<file path="config.mk">
export PLATFORM = sky130hd
export DESIGN_NAME = vga_timing
export DESIGN_NICKNAME = d
export VERILOG_FILES = /design/src/rtl/vga_timing.sv
export SDC_FILE = /design/constraint.sdc
export NUM_CORES = 1
export LEC_CHECK = 0
export CELL_PAD_IN_SITES_DETAIL_PLACEMENT = 0
export CELL_PAD_IN_SITES_GLOBAL_PLACEMENT = 1
export CORE_MARGIN = 3
export CORE_UTILIZATION = 44
export CTS_BUF_LIST = sky130_fd_sc_hd__clkbuf_2 sky130_fd_sc_hd__clkbuf_4 sky130_fd_sc_hd__clkbuf_8
export DETAILED_ROUTE_END_ITERATION = 6
export HOLD_SLACK_MARGIN = 0.03
export PLACE_DENSITY_LB_ADDON = 0.1
export SLEW_MARGIN = 20
export SYNTH_ARGS = -nofsm -noshare
export SYNTH_HDL_FRONTEND = slang
export SYNTH_SLANG_ARGS = --single-unit
</file>
<file path="constraint.sdc">
create_clock -name clk -period 3.25 [get_ports clk]
set_clock_uncertainty 0.15 [all_clocks]
set_input_delay 0.8125 -clock clk [delete_from_list [all_inputs] [get_ports clk]]
set_output_delay 0.8125 -clock clk [all_outputs]
set_load 0.02 [all_outputs]
</file>
<file path="src/rtl/vga_timing.sv">
// VGA raster timing generator.
// A clock divider produces the pixel tick; column/line counters and two
// phase FSMs (horizontal and vertical) derive sync, visible-area and
// frame-start strobes. Every output is a flop on clk, so x/y, syncs and
// valid move together on the same edge and never glitch between ticks.

package vga_timing_pkg;

    typedef enum logic [1:0] {
        H_VIS  = 2'd0,
        H_FP   = 2'd1,
        H_SYNC = 2'd2,
        H_BP   = 2'd3
    } h_state_t;

    typedef enum logic [1:0] {
        V_VIS  = 2'd0,
        V_FP   = 2'd1,
        V_SYNC = 2'd2,
        V_BP   = 2'd3
    } v_state_t;

endpackage

module vga_timing #(
    parameter int CLK_DIV   = 4,
    parameter int H_VISIBLE = 640,
    parameter int H_FRONT   = 16,
    parameter int H_SYNC    = 96,
    parameter int H_BACK    = 48,
    parameter int V_VISIBLE = 480,
    parameter int V_FRONT   = 10,
    parameter int V_SYNC    = 2,
    parameter int V_BACK    = 33
) (
    input  logic       clk,
    input  logic       rst,
    output logic       pclk_en,
    output logic [9:0] x_cnt,
    output logic [9:0] y_cnt,
    output logic       hsync,
    output logic       vsync,
    output logic       valid,
    output logic       frame_start
);

    // ------------------------------------------------------------------
    // Derived geometry
    // ------------------------------------------------------------------
    localparam int H_TOTAL = H_VISIBLE + H_FRONT + H_SYNC + H_BACK;
    localparam int V_TOTAL = V_VISIBLE + V_FRONT + V_SYNC + V_BACK;

    // Last column / line of each phase; the FSM leaves a phase when the
    // counter steps off its last value.
    localparam logic [9:0] H_VIS_LAST  = 10'(H_VISIBLE - 1);
    localparam logic [9:0] H_FP_LAST   = 10'(H_VISIBLE + H_FRONT - 1);
    localparam logic [9:0] H_SYNC_LAST = 10'(H_VISIBLE + H_FRONT + H_SYNC - 1);
    localparam logic [9:0] H_LAST      = 10'(H_TOTAL - 1);

    localparam logic [9:0] V_VIS_LAST  = 10'(V_VISIBLE - 1);
    localparam logic [9:0] V_FP_LAST   = 10'(V_VISIBLE + V_FRONT - 1);
    localparam logic [9:0] V_SYNC_LAST = 10'(V_VISIBLE + V_FRONT + V_SYNC - 1);
    localparam logic [9:0] V_LAST      = 10'(V_TOTAL - 1);

    // Divider width: at least one bit so CLK_DIV=1 still has a legal vector.
    localparam int DIV_W = (CLK_DIV > 1) ? $clog2(CLK_DIV) : 1;
    localparam logic [DIV_W-1:0] DIV_LAST = DIV_W'(CLK_DIV - 1);

    // With CLK_DIV=1 every clk is a pixel tick, including the reset cycle.
    localparam logic PCLK_RST = (CLK_DIV == 1);

    // ------------------------------------------------------------------
    // Pixel-clock divider
    // ------------------------------------------------------------------
    logic [DIV_W-1:0] div_cnt;
    logic [DIV_W-1:0] div_next;

    // Divider next value: count 0..CLK_DIV-1 and wrap.
    always_comb begin
        div_next = div_cnt + 1'b1;
        if (div_cnt == DIV_LAST) begin
            div_next = '0;
        end
    end

    // Divider register; pclk_en is a flop that is high while div_cnt sits
    // at its last value, so it is a clean one-clk strobe.
    always_ff @(posedge clk or negedge rst) begin
        if (!rst) begin
            div_cnt <= '0;
            pclk_en <= PCLK_RST;
        end else begin
            div_cnt <= div_next;
            pclk_en <= (div_next == DIV_LAST);
        end
    end

    // ------------------------------------------------------------------
    // Column / line counters
    // ------------------------------------------------------------------
    logic       x_wrap;
    logic       y_wrap;
    logic [9:0] x_next;
    logic [9:0] y_next;

    // A line ends on the tick that leaves the last column; a frame ends
    // when that happens on the last line.
    always_comb begin
        x_wrap = pclk_en && (x_cnt == H_LAST);
        y_wrap = x_wrap && (y_cnt == V_LAST);
    end

    // Counter next values: x steps every tick, y only on a line wrap.
    always_comb begin
        x_next = x_cnt;
        y_next = y_cnt;
        if (pclk_en) begin
            x_next = x_wrap ? 10'd0 : x_cnt + 10'd1;
        end
        if (x_wrap) begin
            y_next = y_wrap ? 10'd0 : y_cnt + 10'd1;
        end
    end

    // Counter registers.
    always_ff @(posedge clk or negedge rst) begin
        if (!rst) begin
            x_cnt <= 10'd0;
            y_cnt <= 10'd0;
        end else begin
            x_cnt <= x_next;
            y_cnt <= y_next;
        end
    end

    // ------------------------------------------------------------------
    // Horizontal phase FSM
    // ------------------------------------------------------------------
    vga_timing_pkg::h_state_t h_state;
    vga_timing_pkg::h_state_t h_next;

    // Horizontal state register.
    always_ff @(posedge clk or negedge rst) begin
        if (!rst) begin
            h_state <= vga_timing_pkg::H_VIS;
        end else begin
            h_state <= h_next;
        end
    end

    // Horizontal next state: advance on the tick that leaves a phase's
    // last column.
    always_comb begin
        h_next = h_state;
        if (pclk_en) begin
            case (h_state)
                vga_timing_pkg::H_VIS:
                    if (x_cnt == H_VIS_LAST)  h_next = vga_timing_pkg::H_FP;
                vga_timing_pkg::H_FP:
                    if (x_cnt == H_FP_LAST)   h_next = vga_timing_pkg::H_SYNC;
                vga_timing_pkg::H_SYNC:
                    if (x_cnt == H_SYNC_LAST) h_next = vga_timing_pkg::H_BP;
                vga_timing_pkg::H_BP:
                    if (x_cnt == H_LAST)      h_next = vga_timing_pkg::H_VIS;
                default:
                    h_next = vga_timing_pkg::H_VIS;
            endcase
        end
    end

    // ------------------------------------------------------------------
    // Vertical phase FSM
    // ------------------------------------------------------------------
    vga_timing_pkg::v_state_t v_state;
    vga_timing_pkg::v_state_t v_next;

    // Vertical state register.
    always_ff @(posedge clk or negedge rst) begin
        if (!rst) begin
            v_state <= vga_timing_pkg::V_VIS;
        end else begin
            v_state <= v_next;
        end
    end

    // Vertical next state: same boundary rule on y, stepped by line wraps.
    always_comb begin
        v_next = v_state;
        if (x_wrap) begin
            case (v_state)
                vga_timing_pkg::V_VIS:
                    if (y_cnt == V_VIS_LAST)  v_next = vga_timing_pkg::V_FP;
                vga_timing_pkg::V_FP:
                    if (y_cnt == V_FP_LAST)   v_next = vga_timing_pkg::V_SYNC;
                vga_timing_pkg::V_SYNC:
                    if (y_cnt == V_SYNC_LAST) v_next = vga_timing_pkg::V_BP;
                vga_timing_pkg::V_BP:
                    if (y_cnt == V_LAST)      v_next = vga_timing_pkg::V_VIS;
                default:
                    v_next = vga_timing_pkg::V_VIS;
            endcase
        end
    end

    // ------------------------------------------------------------------
    // Registered strobes
    // ------------------------------------------------------------------
    // Decode from the next FSM state so the strobes land on the same edge
    // as the counters and the state registers they describe.
    always_ff @(posedge clk or negedge rst) begin
        if (!rst) begin
            hsync       <= 1'b1;
            vsync       <= 1'b1;
            valid       <= 1'b1;
            frame_start <= 1'b0;
        end else begin
            hsync       <= (h_next != vga_timing_pkg::H_SYNC);
            vsync       <= (v_next != vga_timing_pkg::V_SYNC);
            valid       <= (h_next == vga_timing_pkg::H_VIS) &&
                           (v_next == vga_timing_pkg::V_VIS);
            frame_start <= y_wrap;
        end
    end

endmodule

</file>
==> Implementation_results.wiki <==
{| class="wikitable"
! Metric !! Value
|-
| Status || completed
|-
| Longest Clk Path Bufs || 2
|-
| Gate count after technology mapping || 146
|-
| Horizontal die dimension || 66.71 microns
|-
| Library cell with the highest instance count after synthesis || sky130_fd_sc_hd__dfrtp_1
|-
| Delay contributed by the slowest stage of the critical path || between 600 and 700 ps
|-
| Peak supply drop || 0.0002574 V
|-
| PnR Total Power || about 0.00070 W
|-
| Number of antenna violations at the first check in global routing || 0
|-
| Top delay family on crit path || buffers and inverters
|-
| Final estimated routing congestion in global placement || between 0.8 and 0.9
|-
| Total of warnings raised by yosys || 0
|-
| Initial Util || 47.11%
|-
| Average size of a mapped cell || 11.11 sq um
|-
| Overall fraction of global-route tracks in use || between 10% and 20%
|-
| Clock root buffer master || sky130_fd_sc_hd__clkbuf_8
|-
| Layout cells sized above 1 || between 10% and 20%
|-
| Number of maximum-capacitance constraint violations || 0
|-
| HPWL after detailed placement || 2424 microns
|-
| Distinct cells, synth || 50
|-
| Drt pass-1 iters || 4
|-
| Final layout net count || 186
|-
| Worst setup SP type || flop
|-
| TritonCTS buffer count || 5
|-
| Sum of buffers and inverters on the critical path || 1
|-
| IO Port Bufs || 26
|-
| Gate power share || 1.3%
|-
| Die area || ~0.0044 sq mm
|-
| CTS tree || done
|-
| Worst slew margin || 64.06%
|-
| Resize count post-CTS || 0
|-
| Maximum number of pins on one net before global-route repair || 32
|-
| DRC viols || 0
|-
| Maximum level of the CTS H-tree || 2
|-
| Power density relative to cell area || between 300 and 400 mW/mm^2
|-
| Setup violators final || 0
|-
| Setup repair after global routing missed its margin || no
|-
| Via count of the first global-routing pass || 1203
|-
| Violation count after the first detailed-routing iteration || 62
|-
| Type of the worst min-delay path || reg -> reg
|-
| Height of the die || 66.71 microns
|-
| Overall overflow remaining after global route || 0
|-
| Peak fanout along the critical path || 11
|-
| Flop and latch count out of synthesis || 31
|-
| Relative contribution of the clock network to total power || 43.3%
|-
| Post-synth net total || 154
|-
| Area of the placeable core || 0.003442 sq mm
|-
| Least-Margin Pin Slew || 534.2 ps
|-
| Number of antenna cells inserted || 0
|-
| Wire length of the first global-routing pass || a little under 6000 microns
|-
| Biggest area contributors in the synthesized netlist || sky130_fd_sc_hd__dfrtp_1, sky130_fd_sc_hd__dfstp_2, sky130_fd_sc_hd__ha_1
|-
| Fraction of registers with async set or reset after synthesis || 100.0%
|-
| Signed area change from the synthesized netlist to the final layout || 24.61%
|-
| Proportion of power drawn by flip-flops and latches || 55.4%
|-
| Leakage power figure || 0.8513 nW
|-
| Routed wirelength normalized by instance count || 14.88 microns
|-
| Type of destination of the critical path || output port
|-
| Maximum clock frequency || 409.7 MHz
|-
| Switching portion of total power || 20.47%
|-
| Final Hold Fails || 0
|-
| Worst-path cell chain || clkdlybuf4s50_1
|-
| Post-CTS repair timing setup buffer count || 0
|-
| Main synth FF type || sky130_fd_sc_hd__dfrtp_1
|-
| Cell accounting for the most synthesized area || sky130_fd_sc_hd__dfrtp_1
|-
| Summed instance area of the synthesized netlist || 0.001622 sq mm
|-
| Ranking of synthesized cells by instance count || sky130_fd_sc_hd__dfrtp_1, sky130_fd_sc_hd__nand2_1, sky130_fd_sc_hd__nor2_1
|-
| Remaining number of nets flagged by the antenna check after routing || 0
|-
| Sequential element share of the synthesized area || 48.07%
|-
| Setup CP Type || reg -> out
|-
| Required time at the worst-slack endpoint || ~2300 ps
|-
| Number of clock sinks || 31
|-
| Share of Yosys cell area claimed by the top area cell type || 43.21%
|-
| Average via count per standard cell || 5.533
|-
| Arrival time reported for the critical path endpoint || 1480 ps
|-
| Summed negative setup slack over all endpoints || 0 ps
|-
| Hold bufs inserted after CTS || 0
|-
| Crit path max-delay cell type || sky130_fd_sc_hd__clkdlybuf4s50_1
|-
| Final critical-path share of the clock period || 75.10%
|-
| Pins over their slew limit || 0
|-
| Total via count in the routed design || 1245
|-
| Shortest period the worst path allows || 2441 ps
|-
| Standard-cell rows || 21
|-
| Clk pin slew, worst setup/hold paths || 60 ps
|-
| Cell Int Power || 0.0005546 W
|-
| Count of flip-flops with a built-in enable after synthesis || 0
|-
| Routed WL || 3347 microns
|-
| Source-to-sink clock delay at the later pin of the worst-skew pair || around 280 ps
|-
| Switching power || around 0.00014 W
|-
| Ports placed on the boundary || 27
|-
| Fill cells || between 300 and 400
|}
-- power groups by stage --
stage	clock, W	combinational [W]	sequential, W
floorplan	0	0.000000000303	0.000393
global placement	0	0.00000961	0.000393
detailed placement	0	0.00000998	0.000393
CTS	0.000312	0.00000999	0.000386
global route	0.000331	0.0000107	0.000386
finish	0.000302	0.00000913	0.000386
-- placed cells by master (no fill, tap or decap), types with 2 or more instances in the layout --
master                            Yosys  routed
sky130_fd_sc_hd__nand2b_1             4       4
sky130_fd_sc_hd__a31oi_1              3       3
sky130_fd_sc_hd__xor2_1               3       3
sky130_fd_sc_hd__dfstp_2              3       3
sky130_fd_sc_hd__clkdlybuf4s50_1      0      26
sky130_fd_sc_hd__nor2_1              10      10
sky130_fd_sc_hd__nand2_1             12      12
sky130_fd_sc_hd__clkbuf_8             0       5
sky130_fd_sc_hd__nand3_1              6       6
sky130_fd_sc_hd__mux2_2               2       2
sky130_fd_sc_hd__xnor2_1              8       8
sky130_fd_sc_hd__nor4_4               2       2
sky130_fd_sc_hd__a21oi_1              2       2
sky130_fd_sc_hd__nand4_1              6       6
sky130_fd_sc_hd__inv_1                5       5
sky130_fd_sc_hd__o21bai_1             2       2
sky130_fd_sc_hd__o21ai_0              6       6
sky130_fd_sc_hd__dfrtp_1             28      28
sky130_fd_sc_hd__clkbuf_4             0       2
sky130_fd_sc_hd__o31ai_1              2       2
sky130_fd_sc_hd__ha_1                 6       6
sky130_fd_sc_hd__nand3b_1             2       2
sky130_fd_sc_hd__and3_1               4       4
-- cell families (layout without fill, tap and decap cells) --
group,after synthesis,in the layout,share of synthesized area [%]
AO/OA/AOI/OAI,22,22,9.028
flip-flops,31,31,48.07
XOR/XNOR,11,11,5.942
buffers and inverters,7,40,2.083
AND/OR/NAND/NOR,66,66,28.24
multiplexers,3,3,2.006
adder cells (fa/ha/maj),6,6,4.630
-- final cells by class --
| cell class | instances | area [sq um] | area share (%) |
|---|---|---|---|
| well taps | 46 | 57.56 | 2.848 |
| inverters | 5 | 18.77 | 0.9288 |
| clock buffers | 7 | 83.83 | 4.149 |
| repair buffers | 27 | 267.8 | 13.25 |
| flip-flops and latches | 31 | 779.5 | 38.58 |
| multi-input cells | 108 | 808.3 | 40.00 |
| clock inverters | 1 | 5.005 | 0.2477 |
-- registers in the layout, summed over array words and instances (netlist names), 2 cells and up --
register	count
x_cnt	10
div_cnt	2
y_cnt	10
v_state	2
h_state	2
-- routing by layer --
| layer | GRT usage (%) | up-vias | share of wire [%] |
|---|---|---|---|
| li1 | - | 592 | - |
| met1 | 23.11 | 611 | 46 |
| met2 | 25.37 | 33 | 47 |
| met3 | 5.396 | 9 | 5.4 |
| met4 | 8.376 | 0 | 2.0 |
| met5 | 0 | - | 0 |
-- per-stage QoR --
stage               hold slack [ps]  utilization [%]  setup slack [ps]  cells  instance area (sq um)
floorplan                     272.3                -              1106    146                   1622
global placement              285.0            56.13             973.3    217                   1932
detailed placement            312.2            56.13             964.2    217                   1932
CTS                           320.5            58.71             809.5    225                   2021
global route                  354.7            58.71             728.5    225                   2021
finish                        319.2            58.71             809.4    225                   2021
-- path summary, 6_finish.rpt --
| check | slack (ps) | start | end | cells after the start |
|---|---|---|---|---|
| max reg2reg | 960 | y_cnt[0] | valid | 7 |
| max in group asynchronous | 1840 | rst | hsync | 2 |
| max | 810 | x_cnt[4] | x_cnt[4] | 1 |
| min reg2reg | 320 | div_cnt[0] | div_cnt[0] | 1 |
| min | 320 | div_cnt[0] | div_cnt[0] | 1 |
| min in group asynchronous | 780 | rst | x_cnt[6] | 2 |
No activity file was read; power rests on OpenSTA's default activity.
